`src/rtl/dtc_pulse_gen_pkg.sv`:
```
// Shared types for the pulse generator: FSM state encoding and counter sizing.
// Latency: n/a (types and functions only).
// Backpressure: n/a.
package dtc_pkg;

    typedef enum logic [1:0] {
        IDLE = 2'd0,
        HIGH = 2'd1,
        GAP  = 2'd2
    } state_t;

    // Bits needed to hold values 0..maxval; never less than one bit.
    function automatic int cnt_w(input int maxval);
        return (maxval < 1) ? 1 : $clog2(maxval + 1);
    endfunction

endpackage

```
`src/rtl/dtc_pulse_gen_if.sv`:
```
// Code request channel into the pulse generator (valid/ready).
// Latency: n/a (wires only).
// Backpressure: producer holds in_code while in_valid && !in_ready.
interface dtc_pulse_gen_if #(
    parameter int CODE_W = 8
);
    logic [CODE_W-1:0] in_code;
    logic              in_valid;
    logic              in_ready;

    modport master (
        output in_code,
        output in_valid,
        input  in_ready
    );

    modport slave (
        input  in_code,
        input  in_valid,
        output in_ready
    );
endinterface

```
`src/rtl/dtc_pulse_gen_code_fifo.sv`:
```
// Synchronous code buffer, DEPTH x W, head visible combinationally on pop_dat.
// Latency: pushed entry readable the cycle after the push edge.
// Backpressure: pushes while full and pops while empty are ignored.
module dtc_code_fifo #(
    parameter int W     = 8,
    parameter int DEPTH = 4
) (
    input  logic         clk,
    input  logic         rstn,
    input  logic         push,
    input  logic [W-1:0] push_dat,
    input  logic         pop,
    output logic [W-1:0] pop_dat,
    output logic         full,
    output logic         empty,
    output logic         nxt_full
);
    localparam int AW = $clog2(DEPTH);

    logic [W-1:0] mem [DEPTH];
    logic [AW:0]  wr_ptr;
    logic [AW:0]  rd_ptr;
    logic [AW:0]  occ;
    logic [AW:0]  nxt_occ;
    logic         wr_en;
    logic         rd_en;

    // Extra MSB on each pointer separates a full buffer from an empty one.
    assign empty    = (wr_ptr == rd_ptr);
    assign full     = (wr_ptr[AW] != rd_ptr[AW]) && (wr_ptr[AW-1:0] == rd_ptr[AW-1:0]);
    assign wr_en    = push && !full;
    assign rd_en    = pop && !empty;
    assign occ      = wr_ptr - rd_ptr;
    assign nxt_occ  = occ + {{AW{1'b0}}, wr_en} - {{AW{1'b0}}, rd_en};
    assign nxt_full = (nxt_occ == (AW+1)'(DEPTH));
    assign pop_dat  = mem[rd_ptr[AW-1:0]];

    always_ff @(posedge clk or negedge rstn) begin
        if (!rstn) begin
            wr_ptr <= '0;
            rd_ptr <= '0;
        end else begin
            if (wr_en) wr_ptr <= wr_ptr + 1'b1;
            if (rd_en) rd_ptr <= rd_ptr + 1'b1;
        end
    end

    always_ff @(posedge clk) begin
        if (wr_en) mem[wr_ptr[AW-1:0]] <= push_dat;
    end

endmodule

```
`src/rtl/dtc_pulse_gen.sv`:
```
// Clocked DTC: one high pulse of exactly `code` clk periods per accepted code, GAP_MIN low between.
// Latency: out rises one edge after accept when idle; pulse_done on the falling edge.
// Backpressure: in_ready is registered !full; a full buffer refuses even if a pop shares the edge.
module dtc_pulse_gen
    import dtc_pkg::*;
#(
    parameter int CODE_W     = 8,
    parameter int FIFO_DEPTH = 4,
    parameter int GAP_MIN    = 1
) (
    input  logic              clk,
    input  logic              rstn,
    dtc_pulse_gen_if.slave    cif,
    output logic              out,
    output logic              busy,
    output logic              pulse_done,
    output logic [CODE_W-1:0] done_code
);
    localparam int GW = cnt_w(GAP_MIN);

    state_t            state;
    logic [CODE_W-1:0] cnt;
    logic [CODE_W-1:0] cur_code;
    logic [GW-1:0]     gcnt;
    logic              in_ready_q;

    logic              push;
    logic              pop;
    logic [CODE_W-1:0] fifo_dat;
    logic              fifo_full;
    logic              fifo_empty;
    logic              fifo_nxt_full;
    logic              gap_done;

    assign cif.in_ready = in_ready_q;
    assign push         = cif.in_valid && in_ready_q && !fifo_full;
    assign gap_done     = (state == GAP) && (gcnt == GW'(1));
    // A new pulse launches from IDLE or straight out of an expiring gap.
    assign pop          = !fifo_empty && ((state == IDLE) || gap_done);
    assign busy         = (state != IDLE) || !fifo_empty;

    dtc_code_fifo #(
        .W     (CODE_W),
        .DEPTH (FIFO_DEPTH)
    ) u_fifo (
        .clk      (clk),
        .rstn     (rstn),
        .push     (push),
        .push_dat (cif.in_code),
        .pop      (pop),
        .pop_dat  (fifo_dat),
        .full     (fifo_full),
        .empty    (fifo_empty),
        .nxt_full (fifo_nxt_full)
    );

    always_ff @(posedge clk or negedge rstn) begin
        if (!rstn) begin
            in_ready_q <= 1'b0;
        end else begin
            in_ready_q <= !fifo_nxt_full;
        end
    end

    always_ff @(posedge clk or negedge rstn) begin
        if (!rstn) begin
            state      <= IDLE;
            cnt        <= '0;
            cur_code   <= '0;
            gcnt       <= '0;
            out        <= 1'b0;
            pulse_done <= 1'b0;
            done_code  <= '0;
        end else begin
            pulse_done <= 1'b0;
            if (pop) begin
                cur_code <= fifo_dat;
                cnt      <= fifo_dat;
                if (fifo_dat != '0) begin
                    out   <= 1'b1;
                    state <= HIGH;
                end else begin
                    // Zero-width request: report completion without ever raising out.
                    out        <= 1'b0;
                    pulse_done <= 1'b1;
                    done_code  <= '0;
                    gcnt       <= GW'(GAP_MIN);
                    state      <= GAP;
                end
            end else begin
                case (state)
                    IDLE: begin
                        out <= 1'b0;
                    end
                    HIGH: begin
                        if (cnt == CODE_W'(1)) begin
                            out        <= 1'b0;
                            pulse_done <= 1'b1;
                            done_code  <= cur_code;
                            gcnt       <= GW'(GAP_MIN);
                            state      <= GAP;
                        end
                        cnt <= cnt - 1'b1;
                    end
                    GAP: begin
                        if (gap_done) begin
                            state <= IDLE;
                        end
                        gcnt <= gcnt - 1'b1;
                    end
                    default: begin
                        state <= IDLE;
                        out   <= 1'b0;
                    end
                endcase
            end
        end
    end

endmodule

```
`src/flat_wrapper.sv`:
```
// flat-port wrapper written by rule: the top's interface ports become plain ports
module dtc_pulse_gen_flat import dtc_pkg::*;
#(
    parameter int CODE_W     = 8,
    parameter int FIFO_DEPTH = 4,
    parameter int GAP_MIN    = 1
)
  (clk, rstn, out, busy, pulse_done, done_code, cif_in_code, cif_in_valid, cif_in_ready);
  dtc_pulse_gen_if #(.CODE_W(CODE_W)) cif_i ();
  input  logic clk;
  input  logic rstn;
  output logic out;
  output logic busy;
  output logic pulse_done;
  output logic [CODE_W-1:0] done_code;
  input wire logic [$bits(cif_i.in_code)-1:0] cif_in_code;
  input wire logic [$bits(cif_i.in_valid)-1:0] cif_in_valid;
  output wire logic [$bits(cif_i.in_ready)-1:0] cif_in_ready;
  assign cif_i.in_code = cif_in_code;
  assign cif_i.in_valid = cif_in_valid;
  assign cif_in_ready = cif_i.in_ready;
  dtc_pulse_gen #(.CODE_W(CODE_W), .FIFO_DEPTH(FIFO_DEPTH), .GAP_MIN(GAP_MIN)) u_core (.clk(clk), .rstn(rstn), .cif(cif_i), .out(out), .busy(busy), .pulse_done(pulse_done), .done_code(done_code));
endmodule
```
`config.mk`:
```
export PLATFORM = sky130hd
export DESIGN_NAME = dtc_pulse_gen_flat
export DESIGN_NICKNAME = d
export VERILOG_FILES = /design/src/rtl/dtc_pulse_gen_pkg.sv /design/src/rtl/dtc_pulse_gen_if.sv /design/src/rtl/dtc_pulse_gen_code_fifo.sv /design/src/rtl/dtc_pulse_gen.sv /design/src/flat_wrapper.sv
export SDC_FILE = /design/constraint.sdc
export NUM_CORES = 1
export LEC_CHECK = 0
export BUFFER_PORTS_ARGS = -buffer_cell sky130_fd_sc_hd__buf_2
export CORE_MARGIN = 2
export CORE_UTILIZATION = 45
export CTS_CLUSTER_DIAMETER = 100
export CTS_CLUSTER_SIZE = 28
export DETAILED_ROUTE_END_ITERATION = 8
export PLACE_DENSITY = 0.7
export SLEW_MARGIN = 20
export SYNTH_ARGS = -nofsm -noshare
export SYNTH_HDL_FRONTEND = slang
export SYNTH_HIERARCHICAL = 1
export SYNTH_SLANG_ARGS = --single-unit
```
`constraint.sdc`:
```
create_clock -name clk -period 7.1 [get_ports clk]
set_input_delay 1.065 -clock clk [delete_from_list [all_inputs] [get_ports clk]]
set_output_delay 1.065 -clock clk [all_outputs]
set_load 0.01 [all_outputs]
```
==> qor.csv, run 1 <==
metric,value,unit
cts_setup_buffers,0,
cpPeakStageDelay,820,ps
seqCellArea,0.00186,sq mm
h-tree-depth,3,
startpoint_type,flop,
worstMarginPinSlew,1000,ps
wirelength,5890,microns
gp_congestion,0.837,
cp-end-kind,flop,
grt_use_total,0.172,
clock-skew-final,10.6,ps
die-area,0.00774,sq mm
whs_path_depth,2,
antenna_found_initial,0,
synthDistinctLibCells,49,
total_power,0.00162,W
syn_area,0.00317,sq mm
grt_pass1_wl,9920,microns
p_leak,1.44,nW
cts_buffers,9,
crit_required,7330,ps
holdBufCountCts,0,
cp_common_cell,inv_1,
rsz0062_at_grt,no,
ir_drop,0.000242,V
criticalPathCategory,reg -> reg,
initial_core_util,0.467,
path_cells,xor2_1 -> nor3_1 -> or2_2 -> nor2_2 -> o31ai_1 -> fa_1 -> inv_1 -> fa_1 -> inv_1 -> ha_1 -> xor2_1 -> xnor2_1 -> nor3_1 -> inv_1,
yosysTopAreaCell,edfxtp_1,
yosysTopAreaCellShare,0.303,
post-route-drc-count,0,
cts_sinks,68,
io_pins,23,
cts.repair.resized,0,
fill_cells,588,
diodes,0,
hold_slack,508,ps
final_nets,289,
clock.fmax,237,MHz
hold_viol_final,0,
finalSetupViolCount,0,
ant_nets,0,
clockRootBuffer,clkbuf_8,
grt_overflow,0,
powerDensity,451,mW/mm^2
dpl_cell_area,0.00339,sq mm
synthCells,240,
finalCoreUtilization,0.529,
io_buffer_count,22,
setup-tns-final,0,ps
viasPerCell,5.60,
core,0.00679,sq mm
die_width,88.0,microns
drive_gt1_frac,0.224,
yosys_warnings,6,
routedWlPerCell,16.0,microns
crit_fanout,13,
insertion_delay,350,ps
core.rowCount,30,
ys_seq_area_frac,0.587,
clk_pin_slew,80,ps
multi_input_area,0.00120,sq mm
dr.pass1.iters,4,
grt_pass1_vias,2043,
synthToLayoutAreaGrowth,13.2,%
synth_flop_cell,dfrtp_1,
drv_cap,0,
min_period_over_period,0.594,
path_depth,14,
ys_ff_latch,68,
cts_buffer_depth,2,
dpl.hpwl,4050,microns
synth_area_leaders,"edfxtp_1 30%, dfrtp_1 28%, mux4_2 5.7%",
crit_family,simple AND/OR/NAND/NOR gates,
synth_edf_count,32,
cts_tree,built,
async_flop_share,0.529,
design_area,0.00359,sq mm
final.min_clock_period,4210,ps
status,"finished, final reports clean",
reg2reg_depth,14,
critPathBufInv,3,
postSynthAreaPerCell,13.2,sq um
grt_start_max_net_pins,37,
worstPathArrival,4450,ps
cp_slowest_cell,dfrtp_1,
dieHeight,88.0,microns
hold_class,reg -> reg,
relSlewSlack,0.330,
vias,2060,
synth_fp_nets,262,
drt_iter0_markers,127,
slew_violations,0,
==> power breakdown <==
| group | leakage [nW] | switching [W] | internal (W) |
|---|---|---|---|
| Clock | 0.0973 | 0.000161 | 0.000167 |
| Combinational | 0.603 | 0.000346 | 0.000280 |
| Sequential | 0.736 | 0.000115 | 0.000551 |
| Total | 1.44 | 0.000621 | 0.000998 |
==> final cells by class <==
type | count | share of cell area
Clock buffer | 9 | 0.0345
Inverter | 21 | 0.0219
Clock inverter | 7 | 0.0223
Sequential cell | 68 | 0.518
Multi-Input combinational cell | 142 | 0.333
Timing Repair Buffer | 25 | 0.0369
Tap cell | 96 | 0.0334
==> metal layers <==
layer / up-vias / global-route usage / part of all wire
li1: 966 / - / -
met1: 1023 / 0.212 / 0.44
met2: 65 / 0.282 / 0.49
met3: 6 / 0.0528 / 0.054
met4: 0 / 0.0713 / 0.0097
met5: - / 0 / 0
==> stage by stage <==
stage	std cells	setup slack, ps
floorplan	240	3750
global placement	352	3090
detailed placement	352	2940
CTS	368	2900
global route	368	2600
finish	368	2890
==> flip-flops by register name, summed over array words and instances, names as in the netlist, 2 cells and up <==
signal and count:
u_core/done_code 8, u_core/u_fifo/wr_ptr 3, u_core/u_fifo/rd_ptr 3, u_core/cur_code 8, u_core/state 2, u_core/u_fifo/mem 32
u_core/cnt 8
==> worst register-to-register path: cells and delay by family, from the launching register on <==
kind	cells	cell delay [ps]
buffers and inverters	3	210
adders and majority gates	3	970
xor gates and xnor gates	3	710
AOI/OAI and AO/OA	1	220
and+or+nand+nor	4	1180
DFF	1	820
==> final timing paths <==
check	from	slack (ps)	to
min in group asynchronous	rstn	800	u_core/cnt[6]
hold / removal	u_core/cur_code[7]	510	u_core/cur_code[7]
setup / recovery	u_core/u_fifo/rd_ptr[0]	2890	u_core/cif.in_ready
setup reg to reg	u_core/u_fifo/rd_ptr[0]	2890	u_core/cif.in_ready
hold reg to reg	u_core/cur_code[7]	510	u_core/cur_code[7]
max in group asynchronous	rstn	5780	u_core/cif.in_ready
==> cells by family (layout without fill, tap and decap cells) <==
family | Yosys count | in the layout | share of synthesized area
xor+xnor | 12 | 12 | 0.0355
compound gates | 46 | 46 | 0.105
fa+ha+maj | 11 | 11 | 0.0481
mux | 13 | 13 | 0.0741
simple gates | 60 | 60 | 0.115
flops | 68 | 68 | 0.587
buf+inv | 30 | 62 | 0.0363
==> cell usage after synthesis, drive strengths merged, types with 2 or more instances <==
master and count:
dfrtp 36, edfxtp 32, inv 21, o31ai 14, ha 9, nand4 9
clkbuf 8, mux4 8, nand2 8, nor2 8, o21ai 8, nand3 7
o211ai 7, xnor2 7, xor2 5, a21oi 4, and3 4, mux2 4
nand2b 4, or4 4, nor3 3, or3 3, a211oi 2, a311o 2
a32oi 2, fa 2, nor4 2, o311ai 2, or2 2
==> layout by cell type (no fill, tap or decap), types with 8 or more instances in the layout <==
master and instances:
dfrtp_1 36, o31ai_1 14, clkbuf_8 9, o21ai_0 8, edfxtp_1 32, buf_2 22, mux4_2 8, inv_1 21
nand2_1 8, ha_1 9, nand4_1 9
No activity file was read; power rests on OpenSTA's default activity.
==> run 2, diff against run 1 <==
PLACE_DENSITY = 0.73   (was 0.7)
clock period = 3.65 ns   (was 7.1 ns; I/O delays follow)
==> run 2 against run 1 <==
Against the previous run:
- total power increased by 99%
- setup slack got worse by 2500 ps
- sequential power increased by 89%
- critical path type unchanged
==> qor.csv, run 2 (synthesis results as in run 1) <==
metric,value,unit,change
status,"finished, final reports clean",,unchanged
h-tree-depth,3,,unchanged
place_ws,338,ps,was 2940 ps
design_area,0.00365,sq mm,was 0.00359 sq mm
gp_congestion,0.866,,was 0.837
startpoint_type,flop,,unchanged
clk_pin_slew,70,ps,was 80 ps
crit_fanout,12,,was 13
insertion_delay,340,ps,was 350 ps
holdBufCountCts,0,,unchanged
p_leak,1.47,nW,was 1.44 nW
post-route-drc-count,0,,unchanged
io_buffer_count,22,,unchanged
hold_viol_final,0,,unchanged
diodes,0,,unchanged
synthToLayoutAreaGrowth,14.9,%,was 13.2%
rsz0062_at_grt,no,,unchanged
cts_sinks,68,,unchanged
vias,2025,,was 2060
drive_gt1_frac,0.235,,was 0.224
viasPerCell,5.43,,was 5.60
grt_start_max_net_pins,37,,unchanged
antenna_found_initial,0,,unchanged
io_pins,23,,unchanged
slew_violations,0,,unchanged
layout_setup_ws,367,ps,was 2890 ps
dieHeight,88.0,microns,unchanged
initial_core_util,0.467,,unchanged
min_period_over_period,0.900,,was 0.594
ant_nets,0,,unchanged
cts_buffers,9,,unchanged
dpl_cell_area,0.00343,sq mm,was 0.00339 sq mm
clock.fmax,305,MHz,was 237 MHz
clockRootBuffer,clkbuf_8,,unchanged
die_width,88.0,microns,unchanged
criticalPathCategory,reg -> reg,,unchanged
final_common_cell,dfrtp_1,,unchanged
crit_required,3880,ps,was 7330 ps
relSlewSlack,0.364,,was 0.330
ir_drop,0.000371,V,was 0.000242 V
layout_common_cells,"36 x dfrtp_1, 32 x edfxtp_1, 22 x buf_2",,unchanged
die-area,0.00774,sq mm,unchanged
cts.repair.resized,0,,unchanged
finalSetupViolCount,0,,unchanged
routedWlPerCell,15.6,microns,was 16.0 microns
setup-tns-final,0,ps,unchanged
worstPathArrival,3510,ps,was 4450 ps
clock-skew-final,9.22,ps,was 10.6 ps
grt_overflow,0,,unchanged
drt_iter0_markers,168,,was 127
grt_pass1_vias,2053,,was 2043
final.min_clock_period,3280,ps,was 4210 ps
worstMarginPinSlew,952,ps,was 1000 ps
hold_class,in -> async,,was reg -> reg
grt_pass1_wl,10100,microns,was 9920 microns
cts_setup_buffers,0,,unchanged
cts_buffer_depth,2,,unchanged
cts_tree,built,,unchanged
core,0.00679,sq mm,unchanged
dr.pass1.iters,4,,unchanged
cp-end-kind,flop,,unchanged
drv_cap,0,,unchanged
core.rowCount,30,,unchanged
wirelength,5810,microns,was 5890 microns
largest_reg_flops,32,,unchanged
powerDensity,884,mW/mm^2,was 451 mW/mm^2
grt_use_total,0.172,,about the same
final_nets,294,,was 289
dpl.hpwl,4090,microns,was 4050 microns
[run 2: cell count changes in the layout (fill, tap and decap cells not counted)]
cell,delta
buf_4,+5
inv_6,-4
clkinv_4,+2
bufinv_16,+1
clkbuf_1,+1
clkinv_2,+1
clkinvlp_4,-1
[run 2: final cells by class]
class | instances | area [sq um]
fill | 582 | 3150
sequential | 68 | 1860
multi-input combinational | 142 | 1200
timing repair buffer | 30 | 170
clock buffer | 10 | 128
tap | 96 | 120
clock inverter | 6 | 90.1
inverter | 21 | 78.8
[run 2: final timing paths]
path                                          from                      end  slack [ps]  cells after the start
max                        u_core/u_fifo/rd_ptr[2]      u_core/cif.in_ready         370                     14
min                                           rstn      u_core/done_code[5]         300                      1
max reg2reg                u_core/u_fifo/rd_ptr[2]      u_core/cif.in_ready         370                     14
min reg2reg                     u_core/cur_code[7]       u_core/cur_code[7]         520                      2
max in group asynchronous                     rstn      u_core/done_code[0]        2840                      1
min in group clk                    cif_in_code[6]  u_core/u_fifo/mem[3][6]         420                      1
[run 2: where the power goes]
| part | internal [W] | switching [W] | total (W) | leakage (nW) |
|---|---|---|---|---|
| sequential | 0.00107 | 0.000182 | 0.00126 | 0.736 |
| clock | 0.000386 | 0.000283 | 0.000669 | 0.106 |
| combinational | 0.000586 | 0.000713 | 0.00130 | 0.628 |
| total | 0.00205 | 0.00118 | 0.00322 | 1.47 |
[run 2: routing by layer]
layer  vias to the layer above  track usage  wire length [microns]
met1                      1004        0.240                   2810
met4                         0       0.0476                     36
met2                        45        0.267                   2740
met5                         -            0                      0
met3                         5       0.0481                    223
li1                        971            -                      -
[run 2: metrics by stage]
step	util	hold WS, ps	instances	total power, W
3_3_place_gp	0.505	493	357	0.00254
6_report	0.537	298	373	0.00322
4_1_cts	0.537	317	373	0.00325
3_5_place_dp	0.505	509	357	0.00258
2_1_floorplan	-	252	240	0.00219
5_1_grt	0.537	361	373	0.00349
[run 2: critical path, stage by stage (launching register included)]
cell     delay [ps]
dfrtp_1         440
xor2_2          380
nor3_1          130
or2_2           430
nor2_2          140
o31ai_1         130
fa_1            380
inv_1            70
fa_1            400
inv_1            70
ha_1            160
xor2_1          170
xnor2_1          80
nor3_1          140
inv_1            50
==> run 3, diff against run 2 <==
CORE_UTILIZATION = 50   (was 45)
PLACE_DENSITY = 0.79   (was 0.73)
==> run 3 against run 2 <==
Against the previous run:
- flip-flop and latch count is the same
- routed wire length is 0.26% higher
- global-route usage up 1.0 points
- clock-buffer cell count stayed put
- largest power group unchanged
==> qor.csv, run 3 (synthesis results as in run 1) <==
metric,value,unit,change
grt_use_total,0.182,,was 0.172
core,0.00624,sq mm,was 0.00679 sq mm
insertion_delay,350,ps,was 340 ps
routedWlPerCell,16.4,microns,was 15.6 microns
ant_nets,0,,unchanged
holdBufCountCts,0,,unchanged
initial_core_util,0.509,,was 0.467
dr.pass1.iters,5,,was 4
final_common_cell,dfrtp_1,,unchanged
p_leak,1.45,nW,was 1.47 nW
hold_class,in -> async,,unchanged
rsz0062_at_grt,no,,unchanged
core.rowCount,29,,was 30
grt_start_max_net_pins,37,,unchanged
die-area,0.00700,sq mm,was 0.00774 sq mm
die_width,83.7,microns,was 88.0 microns
clock-skew-final,7.23,ps,was 9.22 ps
largest_reg_flops,32,,unchanged
clockRootBuffer,clkbuf_8,,unchanged
drt_iter0_markers,137,,was 168
cts_buffers,9,,unchanged
hold_viol_final,0,,unchanged
wirelength,5820,microns,was 5810 microns
io_buffer_count,22,,unchanged
dieHeight,83.7,microns,was 88.0 microns
diodes,0,,unchanged
drive_gt1_frac,0.235,,unchanged
clk_pin_slew,70,ps,about the same
antenna_found_initial,0,,unchanged
worstMarginPinSlew,1020,ps,was 952 ps
gp_congestion,0.913,,was 0.866
grt_pass1_vias,2013,,was 2053
post-route-drc-count,0,,unchanged
layout_common_cells,"36 x dfrtp_1, 32 x edfxtp_1, 22 x buf_2",,unchanged
crit_fanout,12,,unchanged
ir_drop,0.000419,V,was 0.000371 V
setup-tns-final,0,ps,unchanged
final.min_clock_period,3250,ps,was 3280 ps
dpl.hpwl,4030,microns,was 4090 microns
final_nets,294,,unchanged
cts_tree,built,,unchanged
status,"finished, final reports clean",,unchanged
cts_buffer_depth,2,,unchanged
grt_overflow,0,,unchanged
synthToLayoutAreaGrowth,12.6,%,was 14.9%
fill_cells,507,,was 582
powerDensity,866,mW/mm^2,was 884 mW/mm^2
cts_sinks,68,,unchanged
criticalPathCategory,reg -> reg,,unchanged
slew_violations,0,,unchanged
relSlewSlack,0.320,,was 0.364
viasPerCell,5.75,,was 5.43
startpoint_type,flop,,unchanged
io_pins,23,,unchanged
finalSetupViolCount,0,,unchanged
cts_setup_buffers,0,,unchanged
vias,2037,,was 2025
crit_required,3890,ps,was 3880 ps
cp-end-kind,flop,,unchanged
grt_pass1_wl,9810,microns,was 10100 microns
finalCoreUtilization,0.573,,was 0.537
min_period_over_period,0.890,,was 0.900
drv_cap,0,,unchanged
cts.repair.resized,0,,unchanged
clock.fmax,308,MHz,was 305 MHz
worstPathArrival,3480,ps,was 3510 ps
h-tree-depth,3,,unchanged
[run 3: worst max-delay path, stage by stage (launching register included)]
cell and delay, ps:
dfrtp_1 440, xor2_2 370, nor3_1 120, or2_2 430, nor2_2 140, o31ai_1 120
fa_1 380, inv_1 70, fa_1 400, inv_1 70, ha_1 150, xor2_1 170
xnor2_1 90, nor3_1 150, inv_1 50
[run 3: path summary, 6_finish.rpt]
path,to,slack (ps),cells after the start,start
worst max-delay path,u_core/cif.in_ready,400,14,u_core/u_fifo/rd_ptr[2]
worst min-delay path,u_core/done_code[7],280,1,rstn
worst max register to register,u_core/cif.in_ready,400,14,u_core/u_fifo/rd_ptr[2]
worst min register to register,u_core/cur_code[6],510,2,u_core/cur_code[6]
max in group asynchronous,u_core/cur_code[2],2860,1,rstn
min in group clk,u_core/u_fifo/mem[0][6],410,1,cif_in_code[6]
[run 3: final cells by class]
type                    instances  area, sq um  area share
flip-flops and latches         68         1860       0.521
inverters                      21         78.8      0.0221
clock buffers                  10          128      0.0357
multi-input cells             142         1200       0.335
clock inverters                 6         42.5      0.0119
well taps                      77         96.3      0.0270
repair buffers                 30          170      0.0476
[run 3: where the power goes]
group	internal (W)	switching, W
Combinational	0.000587	0.000728
Sequential	0.00107	0.000174
Clock	0.000246	0.000286
[run 3: metrics by stage]
step	power [W]	hold slack (ps)	setup WS [ps]	cells	cell area, sq um
after global routing	0.00333	359	144	354	3570
after global placement	0.00252	493	455	338	3400
after floorplan	0.00219	252	298	240	3170
after detailed placement	0.00258	504	387	338	3400
final	0.00309	285	403	354	3570
after CTS	0.00311	316	383	354	3570
[run 3: metal layers]
layer	vias up	global-route usage	wire length [microns]	part of all wire
li1	973	-	-	-
met1	998	0.249	2650	0.46
met2	57	0.281	2760	0.47
met3	9	0.0386	314	0.054
met4	0	0.0850	95	0.016
met5	-	0	0	0
